**config.mk**
```make
export PLATFORM = sky130hd
export DESIGN_NAME = rom_dump_sequencer
export DESIGN_NICKNAME = d
export VERILOG_FILES = /design/src/rtl/rom_reader_pkg.sv /design/src/rtl/rom_dump_sequencer_wait_counter.sv /design/src/rtl/rom_dump_sequencer.sv
export SDC_FILE = /design/constraint.sdc
export NUM_CORES = 1
export LEC_CHECK = 0
export CORE_ASPECT_RATIO = 1.1
export CORE_MARGIN = 3
export CORE_UTILIZATION = 54
export CTS_CLUSTER_DIAMETER = 50
export DETAILED_ROUTE_END_ITERATION = 12
export PLACE_DENSITY = 0.84
export SKIP_LAST_GASP = 1
export SLEW_MARGIN = 0
export SYNTH_ARGS = -nofsm -noshare
export SYNTH_HDL_FRONTEND = slang
export SYNTH_HIERARCHICAL = 1
export SYNTH_SLANG_ARGS = --single-unit
export TNS_END_PERCENT = 1
```
**constraint.sdc**
```tcl
create_clock -name clk -period 5 [get_ports clk]
set_input_delay 1 -clock clk [delete_from_list [all_inputs] [get_ports clk]]
set_output_delay 1 -clock clk [all_outputs]
set_load 0.01 [all_outputs]
```
**src/rtl/rom_reader_pkg.sv**
```systemverilog
// rom_reader_pkg: chip-type codes, last addresses and FSM state encoding for the PROM dump sequencer
package rom_reader_pkg;
  localparam logic CHIP_IP3601 = 1'b0;
  localparam logic CHIP_IP3604 = 1'b1;
  localparam int unsigned LAST_ADDR_IP3601 = 32'h0FF;
  localparam int unsigned LAST_ADDR_IP3604 = 32'h1FF;
  localparam logic [2:0] S_IDLE    = 3'd0;
  localparam logic [2:0] S_SETUP   = 3'd1;
  localparam logic [2:0] S_ACCESS  = 3'd2;
  localparam logic [2:0] S_CAPTURE = 3'd3;
  localparam logic [2:0] S_EMIT    = 3'd4;
  localparam logic [2:0] S_ADVANCE = 3'd5;
  localparam logic [2:0] S_FINISH  = 3'd6;
endpackage

```
**src/rtl/rom_dump_sequencer_wait_counter.sv**
```systemverilog
// wait_counter: loadable down-counter, zero flag high once the loaded count has elapsed
module wait_counter #(
  parameter int W = 4
) (
  input  logic         clk,
  input  logic         reset,
  input  logic         load,
  input  logic [W-1:0] load_value,
  output logic         zero
);
  logic [W-1:0] count;
  always_ff @(posedge clk or posedge reset) begin
    if (reset) count <= '0;
    else if (load) count <= load_value;
    else if (count != '0) count <= count - W'(1);
  end
  assign zero = count == '0;
endmodule

```
**src/rtl/rom_dump_sequencer.sv**
```systemverilog
// rom_dump_sequencer: sweeps every address of an IP3601/IP3604 PROM and streams each word out
module rom_dump_sequencer
  import rom_reader_pkg::*;
#(
  parameter int ADDRESS_WIDTH = 9,
  parameter int DATA_WIDTH    = 8,
  parameter int SELECT_WIDTH  = 4,
  parameter int SETUP_CYCLES  = 16,
  parameter int ACCESS_CYCLES = 50
) (
  input  logic                     clk,
  input  logic                     reset,
  input  logic                     start,
  input  logic                     abort,
  input  logic                     chip_type,
  input  logic [DATA_WIDTH-1:0]    chip_data_in,
  output logic [ADDRESS_WIDTH-1:0] chip_address,
  output logic [SELECT_WIDTH-1:0]  chip_select_n,
  output logic [7:0]               out_data,
  output logic [ADDRESS_WIDTH-1:0] out_address,
  output logic                     out_valid,
  input  logic                     out_ready,
  output logic                     busy,
  output logic                     done
);
  localparam int CW = $clog2((SETUP_CYCLES > ACCESS_CYCLES ? SETUP_CYCLES : ACCESS_CYCLES) + 1);
  localparam logic [SELECT_WIDTH-1:0] SEL_IP3601 = {{(SELECT_WIDTH-2){1'b1}}, 2'b00};
  logic [2:0] state;
  logic chip_type_q;
  logic cnt_zero;
  logic cnt_load;
  logic [CW-1:0] cnt_value;
  logic [ADDRESS_WIDTH-1:0] last_addr;
  logic at_last;
  always_comb begin
    last_addr = chip_type_q ? ADDRESS_WIDTH'(LAST_ADDR_IP3604) : ADDRESS_WIDTH'(LAST_ADDR_IP3601);
    at_last = chip_address == last_addr;
    cnt_load = (state == S_IDLE && start) || (state == S_SETUP && cnt_zero) ||
               (state == S_ADVANCE && !at_last);
    cnt_value = state == S_SETUP ? CW'(ACCESS_CYCLES - 1) : CW'(SETUP_CYCLES - 1);
  end
  wait_counter #(.W(CW)) u_wait (
    .clk(clk),
    .reset(reset),
    .load(cnt_load),
    .load_value(cnt_value),
    .zero(cnt_zero)
  );
  always_ff @(posedge clk or posedge reset) begin
    if (reset) begin
      state <= S_IDLE;
      chip_type_q <= CHIP_IP3601;
      chip_address <= '0;
      chip_select_n <= '1;
      out_data <= '0;
      out_address <= '0;
      out_valid <= 1'b0;
      busy <= 1'b0;
      done <= 1'b0;
    end else if (abort && state != S_IDLE) begin
      state <= S_IDLE;
      chip_select_n <= '1;
      out_valid <= 1'b0;
      busy <= 1'b0;
      done <= 1'b0;
    end else begin
      case (state)
        S_IDLE: if (start && !abort) begin
          chip_type_q <= chip_type;
          chip_address <= '0;
          busy <= 1'b1;
          state <= S_SETUP;
        end
        S_SETUP: if (cnt_zero) begin
          chip_select_n <= chip_type_q ? '0 : SEL_IP3601;
          state <= S_ACCESS;
        end
        S_ACCESS: if (cnt_zero) state <= S_CAPTURE;
        S_CAPTURE: begin
          out_data <= chip_type_q ? 8'(chip_data_in) : {4'b0, chip_data_in[3:0]};
          out_address <= chip_address;
          chip_select_n <= '1;
          out_valid <= 1'b1;
          state <= S_EMIT;
        end
        S_EMIT: if (out_ready) begin
          out_valid <= 1'b0;
          state <= S_ADVANCE;
        end
        // the last address is compared explicitly so the counter never wraps
        S_ADVANCE: if (at_last) begin
          done <= 1'b1;
          state <= S_FINISH;
        end else begin
          chip_address <= chip_address + ADDRESS_WIDTH'(1);
          state <= S_SETUP;
        end
        S_FINISH: begin
          done <= 1'b0;
          busy <= 1'b0;
          state <= S_IDLE;
        end
        default: state <= S_IDLE;
      endcase
    end
  end
endmodule

```
Yosys cells after proc, flatten, opt, wreduce, memory -nomap -nowiden
Cells that the tools add are included.
{"block": "op_classes", "add_sub_neg": 2, "mul": 0, "div_mod_pow": 0, "order_cmp": 0, "eq_ne": 14, "shift": 0, "muxes": 28, "bitwise_logic": 1, "n_reduce_logical": 27}
{"op": "2-to-1 mux 9 bit", "count": 3}
{"op": "2-to-1 mux 3 bit", "count": 6}
{"op": "2-to-1 mux 6 bit", "count": 3}
{"op": "one-hot mux 3 bit (6 select lines)", "count": 1}
{"op": "one-hot mux 9 bit (2 select lines)", "count": 1}
{"op": "nonzero test 3 bit", "count": 5}
{"op": "2-to-1 mux 4 bit", "count": 3}
{"op": "AND reduction 2 bit", "count": 5}
{"op": "adder 9 x 1 -> 9 bit, second input constant", "count": 1}
{"op": "equality test 3 bit, second input constant", "count": 3}
{"op": "equality test 9 bit", "count": 1}
{"op": "2-to-1 mux 8 bit", "count": 1}
{"op": "one-hot mux 4 bit (2 select lines)", "count": 1}
{"op": "AND reduction 4 bit", "count": 2}
{"op": "equality test 3 x 2 -> 1 bit, second input constant", "count": 2}
{"op": "logical NOT 6 bit", "count": 1}
{"op": "2-to-1 mux 1 bit", "count": 6}
{"op": "!= test 3 x 2 -> 1 bit, second input constant", "count": 2}
{"op": "!= test 3 bit, second input constant", "count": 2}
{"op": "one-hot mux 1 bit (2 select lines)", "count": 3}
{"op": "nonzero test 6 bit", "count": 1}
{"op": "subtractor 6 x 1 -> 6 bit, second input constant", "count": 1}
{"op": "logical AND 1 bit", "count": 5}
{"op": "nonzero test 2 bit", "count": 2}
{"op": "other kinds (9)", "count": 11}
{"block": "totals", "ff_bits": 43, "latchBits": 0, "ramBits": 0, "mem_bits_ro": 0, "inputBits": 14, "mem_count": 0}

Logic depth before layout (Yosys ltp)
Gate-level depths: netlist of the first run.
{"block": "logic_depth", "depth_word": 6, "mapped_depth": 10}

Hierarchy
The synthesis of the first run kept the hierarchy.
{"module": "rom_dump_sequencer", "instances": 1, "cells_per_inst": 207, "area_each_um2": 1809.2, "seq_area_each_um2": 878.3}
{"module": "wait_counter", "instances": 1, "cells_per_inst": 40, "area_each_um2": 381.6, "seq_area_each_um2": 150.1}

Worst setup path before layout of the first run
Ideal clock, no wire load.
{"block": "synth_timing", "path_kind": "in2reg", "from": "in start", "to": "reg chip_address[8]", "arrival_ps": 2025, "required_time_ps": 4922, "setup_slack_ps": 2898, "cell_stages": 4, "path_buffers": 0, "path_cell_list": "nor3b_1 -> o211ai_1 -> or4_1 -> a21oi_1"}
{"block": "synth_via", "elab_chain_cells": 3}
{"item": "start: declaration", "line_no": "rom_dump_sequencer.sv:13", "rtl": "input logic start,"}
{"item": "logical AND 1 bit", "line_no": "rom_dump_sequencer.sv:68", "rtl": "S_IDLE: if (start && !abort) begin"}
{"item": "!= test 2 x 1 -> 1 bit (no source line)"}
{"item": "AND reduction 4 bit (no source line)"}
{"item": "end signal: assignment", "line_no": "rom_dump_sequencer.sv:95", "rtl": "chip_address <= chip_address + ADDRESS_WIDTH'(1);"}
{"item": "end: declaration", "line_no": "rom_dump_sequencer.sv:17", "rtl": "output logic [ADDRESS_WIDTH-1:0] chip_address,"}
No other way between the ends.
A chain may end at the register's enable or synchronous reset.

Worst setup path after layout of the first run
{"block": "layout_timing", "from": "in abort", "to": "reg chip_address[8]"}
{"block": "layout_via", "elab_chain_cells": 4, "elab_cells_between_ends": 6, "cone_classes": "1 x eq/ne; 1 x bitwise; 4 x reduce/logical"}
{"item": "start: declaration", "line_no": "rom_dump_sequencer.sv:14", "rtl": "input logic abort,"}
{"item": "logical NOT 1 bit", "line_no": "rom_dump_sequencer.sv:68"}
{"item": "logical AND 1 bit", "line_no": "rom_dump_sequencer.sv:68"}
{"item": "!= test 2 x 1 -> 1 bit (no source line)"}
{"item": "AND reduction 4 bit (no source line) *"}
Every way passes the cells marked *; elsewhere a longest branch is shown, timed or not.

==> results.ini, run 1 <==
[outcome]
run_status = finished clean

[clocking]
cts.reportedPaths.clkPinSlew_ns = 0.09
cts_hold_buffers = 0
clock_tree_from_tritoncts = done
worst_skew_pair.late_latency_ns = 0.30
post_cts_buffers = 0
cts-htree-levels = 2
post_cts_repair_resize_count = 0
clockBufferDepth = 2
cts-buffers-inserted = 5
cts_root_buffer = clkbuf_8
cts.sink_count = 41

[timing]
achievable-frequency_mhz = 377.8
max_slew_margin = 0.3620
drv_slew = 0
rsz0062_at_grt = no
tightest_slew_ns = 0.9517
hold_violations = 0
tns_ns = 0
final.period_utilization = 0.5294
finalCriticalPeriod_ns = 2.647
final-setup-viol-count = 0
clock_skew_ns = 0.006163

[flow_run]
max_cap_viol_count = 0

[power_and_ir_drop]
total_power_w = 0.001237
cellPowerDensity_mw_per_mm2 = 450.7
power_switching_share = 0.3828
power_frac_clock = 0.183
netSwitchingPower_w = 0.0004736
largest_voltage_drop_on_the_vdd_net_mv = 0.2558
seq_power_share = 0.424
cellInternalPower_w = 0.0007636
p_leak_nw = 1.223
share_comb_of_total_power = 0.393

[layout]
stdcell_count = 339
fin_area_mm2 = 0.002745
final_common_cell = nand2_1
antennaDiodeCount = 0
layout.cells.most_common_list = nand2_1 (60), clkdlybuf4s50_1 (46), dfrtp_1 (39)
drive_gt1_frac = 0.07266
layout.nets = 305
filler_cell_count = 305
area_growth_pct = 25.30

[synthesis]
mappedNetlistArea_mm2 = 0.002191
synth_area_per_cell_um2 = 8.870
yosys_warnings = 6
syn_inst = 247
synthesis.nets = 264
postSynth.asyncResetShare = 1.000
synth-seq-area-share = 0.4694
synth_edf_count = 0
synthFlopType = dfrtp_1
postSynthRegisterBits = 41
synth.lib_cells_used.distinct = 55

[placed_design]
hpwl_um = 3531
port_buffers = 46
dp_cells = 331
finalWeightedCongestion = 0.8746
placedInstanceArea_mm2 = 0.002651

[worst_setup_path]
crit_start = abort
cp_slowest_cell = clkdlybuf4s50_1
worstPathMaxFanout = 13
cp.required_ns = 5.23
critPathArrivalTime_ns = 2.88
critical-path-max-stage-delay_ns = 0.65
r2r-start = u_wait/count[2]$_DFFE_PP0P_
ordered_list_of_cells_on_the_worst_path = clkdlybuf4s50_1 > nor2_1 > o211ai_1 > or4_1 > a21oi_1
critical_path_end_type = flip-flop
crit_path_start_kind = primary input
timing_worst_setup_path_type = in2reg

[detailed_routing]
via_per_inst = 5.752
post_detailed_route_drc_marker_count = 0
firstDrtPassIters = 4
routedWlPerCell_um = 14.50
drt-total-wl_um = 4915
dr_total_vias = 1950
antenna_nets_post_route = 0
dr.first_iter.drc_count = 132

[floorplanning]
chipWidth_um = 66.73
die_h_um = 72.81
initial_utilization = 0.5811
pin_count = 47
die_area_mm2 = 0.004858
core_area_mm2 = 0.003770
rows = 23

[global_route]
grt_use_total = 0.2247
number_of_global_route_vias_before_repair = 1831
maximum_number_of_pins_on_one_net_before_global_route_repair = 36
gr-total-overflow = 0
grt_first_pass_wirelength_um = 8383
grt_antenna_before_repair = 0

[worst_hold_path]
timing.hold.worst.class = reg2reg
hp-start = out_data[7]$_DFFE_PP0P_

[metrics by stage]
stage	setup WS, ns	hold slack (ns)	util
2_1_floorplan	2.898	0.5070	-
3_3_place_gp	2.089	0.4499	0.7033
3_5_place_dp	2.061	0.4597	0.7033
4_1_cts	2.387	0.4799	0.7282
5_1_grt	2.185	0.4949	0.7282
6_report	2.353	0.4768	0.7282
[logic make-up after synthesis]
kind of cell               count (synthesis)  share of synthesized area
and+or+nand+nor                          128                     0.2987
AOI/OAI and AO/OA                         49                     0.1508
DFF                                       41                     0.4694
buffers and inverters                     21                    0.04569
adders and majority gates                  3                    0.01713
xor gates and xnor gates                   3                    0.01200
other                                      1                   0.001712
muxes                                      1                   0.004569
[power by group through the flow]
stage	clock network (W)	logic (W)	registers [W]
detailed placement	0	0.000485	0.000530
CTS	0.000235	0.000489	0.000523
finish	0.000227	0.000486	0.000524
floorplan	0	0.000340	0.000503
global route	0.000249	0.000544	0.000539
global placement	0	0.000473	0.000527
[worst max-delay path, delay by kind of cell]
kind | cells | cell delay [ns]
buffers and inverters | 1 | 0.65
AND/OR/NAND/NOR | 2 | 0.82
AO/OA/AOI/OAI | 2 | 0.41
[registers in the layout, indices dropped and copies added, names as in the netlist]
signal	cells
busy	1
chip_address	9
chip_select_n	2
chip_type_q	1
done	1
out_address	9
out_data	8
out_valid	1
state	3
u_wait/count	6
[synthesized netlist by cell type, types with 2 or more instances]
cell type	number	area, µm²
a32o_1	2	20.02
a21oi_1	15	75.07
nand2b_1	4	25.02
inv_2	2	7.510
nand3_1	11	55.05
nor2b_1	6	37.54
nand4_1	2	12.51
ha_1	3	37.54
a31oi_1	2	12.51
o21ai_1	6	30.03
or2_1	3	18.77
inv_1	6	22.52
buf_4	2	15.01
xnor2_1	3	26.28
dfstp_2	2	52.55
dfrtp_1	39	975.9
nor2_1	12	45.04
o31ai_1	8	60.06
clkbuf_1	5	18.77
nor3_1	5	25.02
a22o_1	2	17.52
or3_1	2	12.51
nor4_1	3	18.77
and2_1	2	12.51
buf_2	5	25.02
nand2_1	60	225.2
o21ai_0	2	10.01
or4_1	5	37.54
and3_1	2	12.51
[cell type report]
type / count / area, µm² / area share
multi-input cells: 185 / 1062 / 0.3870
clock inverters: 3 / 25.02 / 0.009116
flip-flops and latches: 41 / 1028 / 0.3747
well taps: 50 / 62.56 / 0.02279
inverters: 8 / 30.03 / 0.01094
clock buffers: 5 / 68.82 / 0.02507
repair buffers: 47 / 467.9 / 0.1705
[routing by layer]
| metal | part of all wire | up-vias | track usage |
|---|---|---|---|
| met5 | 0 | - | 0 |
| met4 | 0.010 | 0 | 0.06998 |
| met3 | 0.057 | 9 | 0.05547 |
| met2 | 0.46 | 71 | 0.3601 |
| met1 | 0.47 | 921 | 0.3002 |
| li1 | - | 949 | - |
[path summary, 6_finish.rpt]
check	endpoint	slack (ns)	cells after the start
worst max-delay path	chip_address[8]$_DFFE_PP0P_	2.35	5
worst min-delay path	out_data[7]$_DFFE_PP0P_	0.48	2
worst max register to register	u_wait/count[4]$_DFFE_PP0P_	2.52	7
worst min register to register	out_data[7]$_DFFE_PP0P_	0.48	2
max in group asynchronous	chip_select_n[1]$_DFFE_PP1P_	3.53	3
min in group asynchronous	u_wait/count[3]$_DFFE_PP0P_	0.94	2
No activity file was read; power rests on OpenSTA's default activity.
==> inputs of run 2 (changes only) <==
Settings changed: CORE_UTILIZATION 54 to 51, PLACE_DENSITY 0.84 to 0.8.
Clock period 5 ns to 2.51 ns, I/O delays scaled along.
==> results.ini, run 2 (synthesis results as in run 1) <==
[detailed_routing]
routedWlPerCell_um = 14.21
dr_total_vias = 1907
post_detailed_route_drc_marker_count = 0
drt-total-wl_um = 4972
antenna_nets_post_route = 0
via_per_inst = 5.449
firstDrtPassIters = 4
dr.first_iter.drc_count = 134

[clocking]
clock_tree_from_tritoncts = done
cts_hold_buffers = 0
cts_root_buffer = clkbuf_8
post_cts_buffers = 0
clockBufferDepth = 2
cts.reportedPaths.clkPinSlew_ns = 0.08
post_cts_repair_resize_count = 0
cts-htree-levels = 2
cts.sink_count = 41
cts-buffers-inserted = 5
worst_skew_pair.late_latency_ns = 0.29

[worst_setup_path]
slack_of_the_worst_reg_to_reg_path_ns = 0.40
crit-reg2reg-capture = u_wait/count[4]$_DFFE_PP0P_
r2r-start = u_wait/count[0]$_DFFE_PP0P_
crit_path_start_kind = flip-flop
critPathArrivalTime_ns = 2.35
critical-path-max-stage-delay_ns = 0.44
crit_start = u_wait/count[0]$_DFFE_PP0P_
cp.required_ns = 2.74
critical_path_end_type = flip-flop
worst_reg2reg_path_depth = 10
cp_slowest_cell = dfrtp_1
worstPathMaxFanout = 8
timing_worst_setup_path_type = reg2reg
ordered_list_of_cells_on_the_worst_path = inv_1 > ha_1 > nand2b_1 > nor2_2 > a21oi_1 > nor3_1 > or2_1 > buf_4 > nor4_1 > a221o_1

[timing]
tns_ns = 0
final-setup-viol-count = 0
drv_slew = 0
finalCriticalPeriod_ns = 2.115
clock_skew_ns = 0.004049
hold_violations = 0
final.period_utilization = 0.8424
setup_slack_ns = 0.3955
tightest_slew_ns = 0.6145
achievable-frequency_mhz = 472.9
rsz0062_at_grt = no
max_slew_margin = 0.5886

[layout]
area_growth_pct = 30.27
drive_gt1_frac = 0.1007
antennaDiodeCount = 0
biggestRegsByFlops = chip_address (9), out_address (9), out_data (8)
final_common_cell = nand2_1
layout.nets = 314
layout.cells.most_common_list = nand2_1 (60), clkdlybuf4s50_1 (46), dfrtp_1 (39)
postLayoutCoreUtil = 0.7040
stdcell_count = 350

[outcome]
run_status = finished clean

[global_route]
grt_use_total = 0.2062
maximum_number_of_pins_on_one_net_before_global_route_repair = 27
grt_first_pass_wirelength_um = 8010
grt_antenna_before_repair = 0
number_of_global_route_vias_before_repair = 1721
gr-total-overflow = 0

[worst_hold_path]
timing.hold.worst.class = in2async

[floorplanning]
pin_count = 47
core_area_mm2 = 0.004054
chipWidth_um = 68.49
initial_utilization = 0.5404
die_h_um = 74.74
die_area_mm2 = 0.005119
rows = 24

[flow_run]
max_cap_viol_count = 0

[placed_design]
hpwl_um = 3635
dp_cells = 342
pre_cts_slack_ns = 0.2229
port_buffers = 46
finalWeightedCongestion = 0.9688

[power_and_ir_drop]
largest_voltage_drop_on_the_vdd_net_mv = 0.4988
cellPowerDensity_mw_per_mm2 = 918.4
p_leak_nw = 1.286
total_power_w = 0.002621

run 2: metal layers:
layer	part of all wire	global-route usage	wire length, µm	vias up
li1	-	-	-	966
met3	0.062	0.05373	310	5
met4	0.0080	0.06181	40	0
met1	0.46	0.2795	2292	877
met2	0.47	0.3245	2330	59
met5	0	0	0	-
run 2: stage by stage:
step | cell area (µm²) | hold slack, ns
after floorplan | 2191 | 0.2930
after global placement | 2734 | 0.4490
after detailed placement | 2734 | 0.4592
after CTS | 2854 | 0.4625
after global routing | 2854 | 0.4652
final | 2854 | 0.4565
run 2: power breakdown:
group	internal [W]	switching, W
sequential	0.000830	0.000153
clock	0.000323	0.000226
combinational	0.000534	0.000555
run 2: final cells by class:
| cell class | count | area (µm²) |
|---|---|---|
| clock buffers | 6 | 82.58 |
| clock inverters | 2 | 37.54 |
| fillers | 338 | 1200 |
| inverters | 8 | 30.03 |
| multi-input cells | 185 | 1062 |
| flip-flops and latches | 41 | 1028 |
| well taps | 52 | 65.06 |
| repair buffers | 56 | 548.0 |
run 2: how the worst max path moves through the flow:
stage / to / slack [ns] / cells after the start
6_report: u_wait/count[4]$_DFFE_PP0P_ / 0.40 / 10
5_1_grt: u_wait/count[4]$_DFFE_PP0P_ / 0.16 / 10
4_1_cts: u_wait/count[4]$_DFFE_PP0P_ / 0.41 / 10
3_5_place_dp: chip_address[8]$_DFFE_PP0P_ / 0.22 / 5
3_3_place_gp: chip_address[8]$_DFFE_PP0P_ / 0.25 / 5
2_1_floorplan: u_wait/count[1]$_DFFE_PP0P_ / 0.46 / 8
run 2: critical path: cells and delay by family (launching register included):
family                     cells  cell delay [ns]
buffers and inverters          2             0.29
DFF                            1             0.44
and+or+nand+nor                5             0.80
AOI/OAI and AO/OA              2             0.29
adders and majority gates      1             0.24
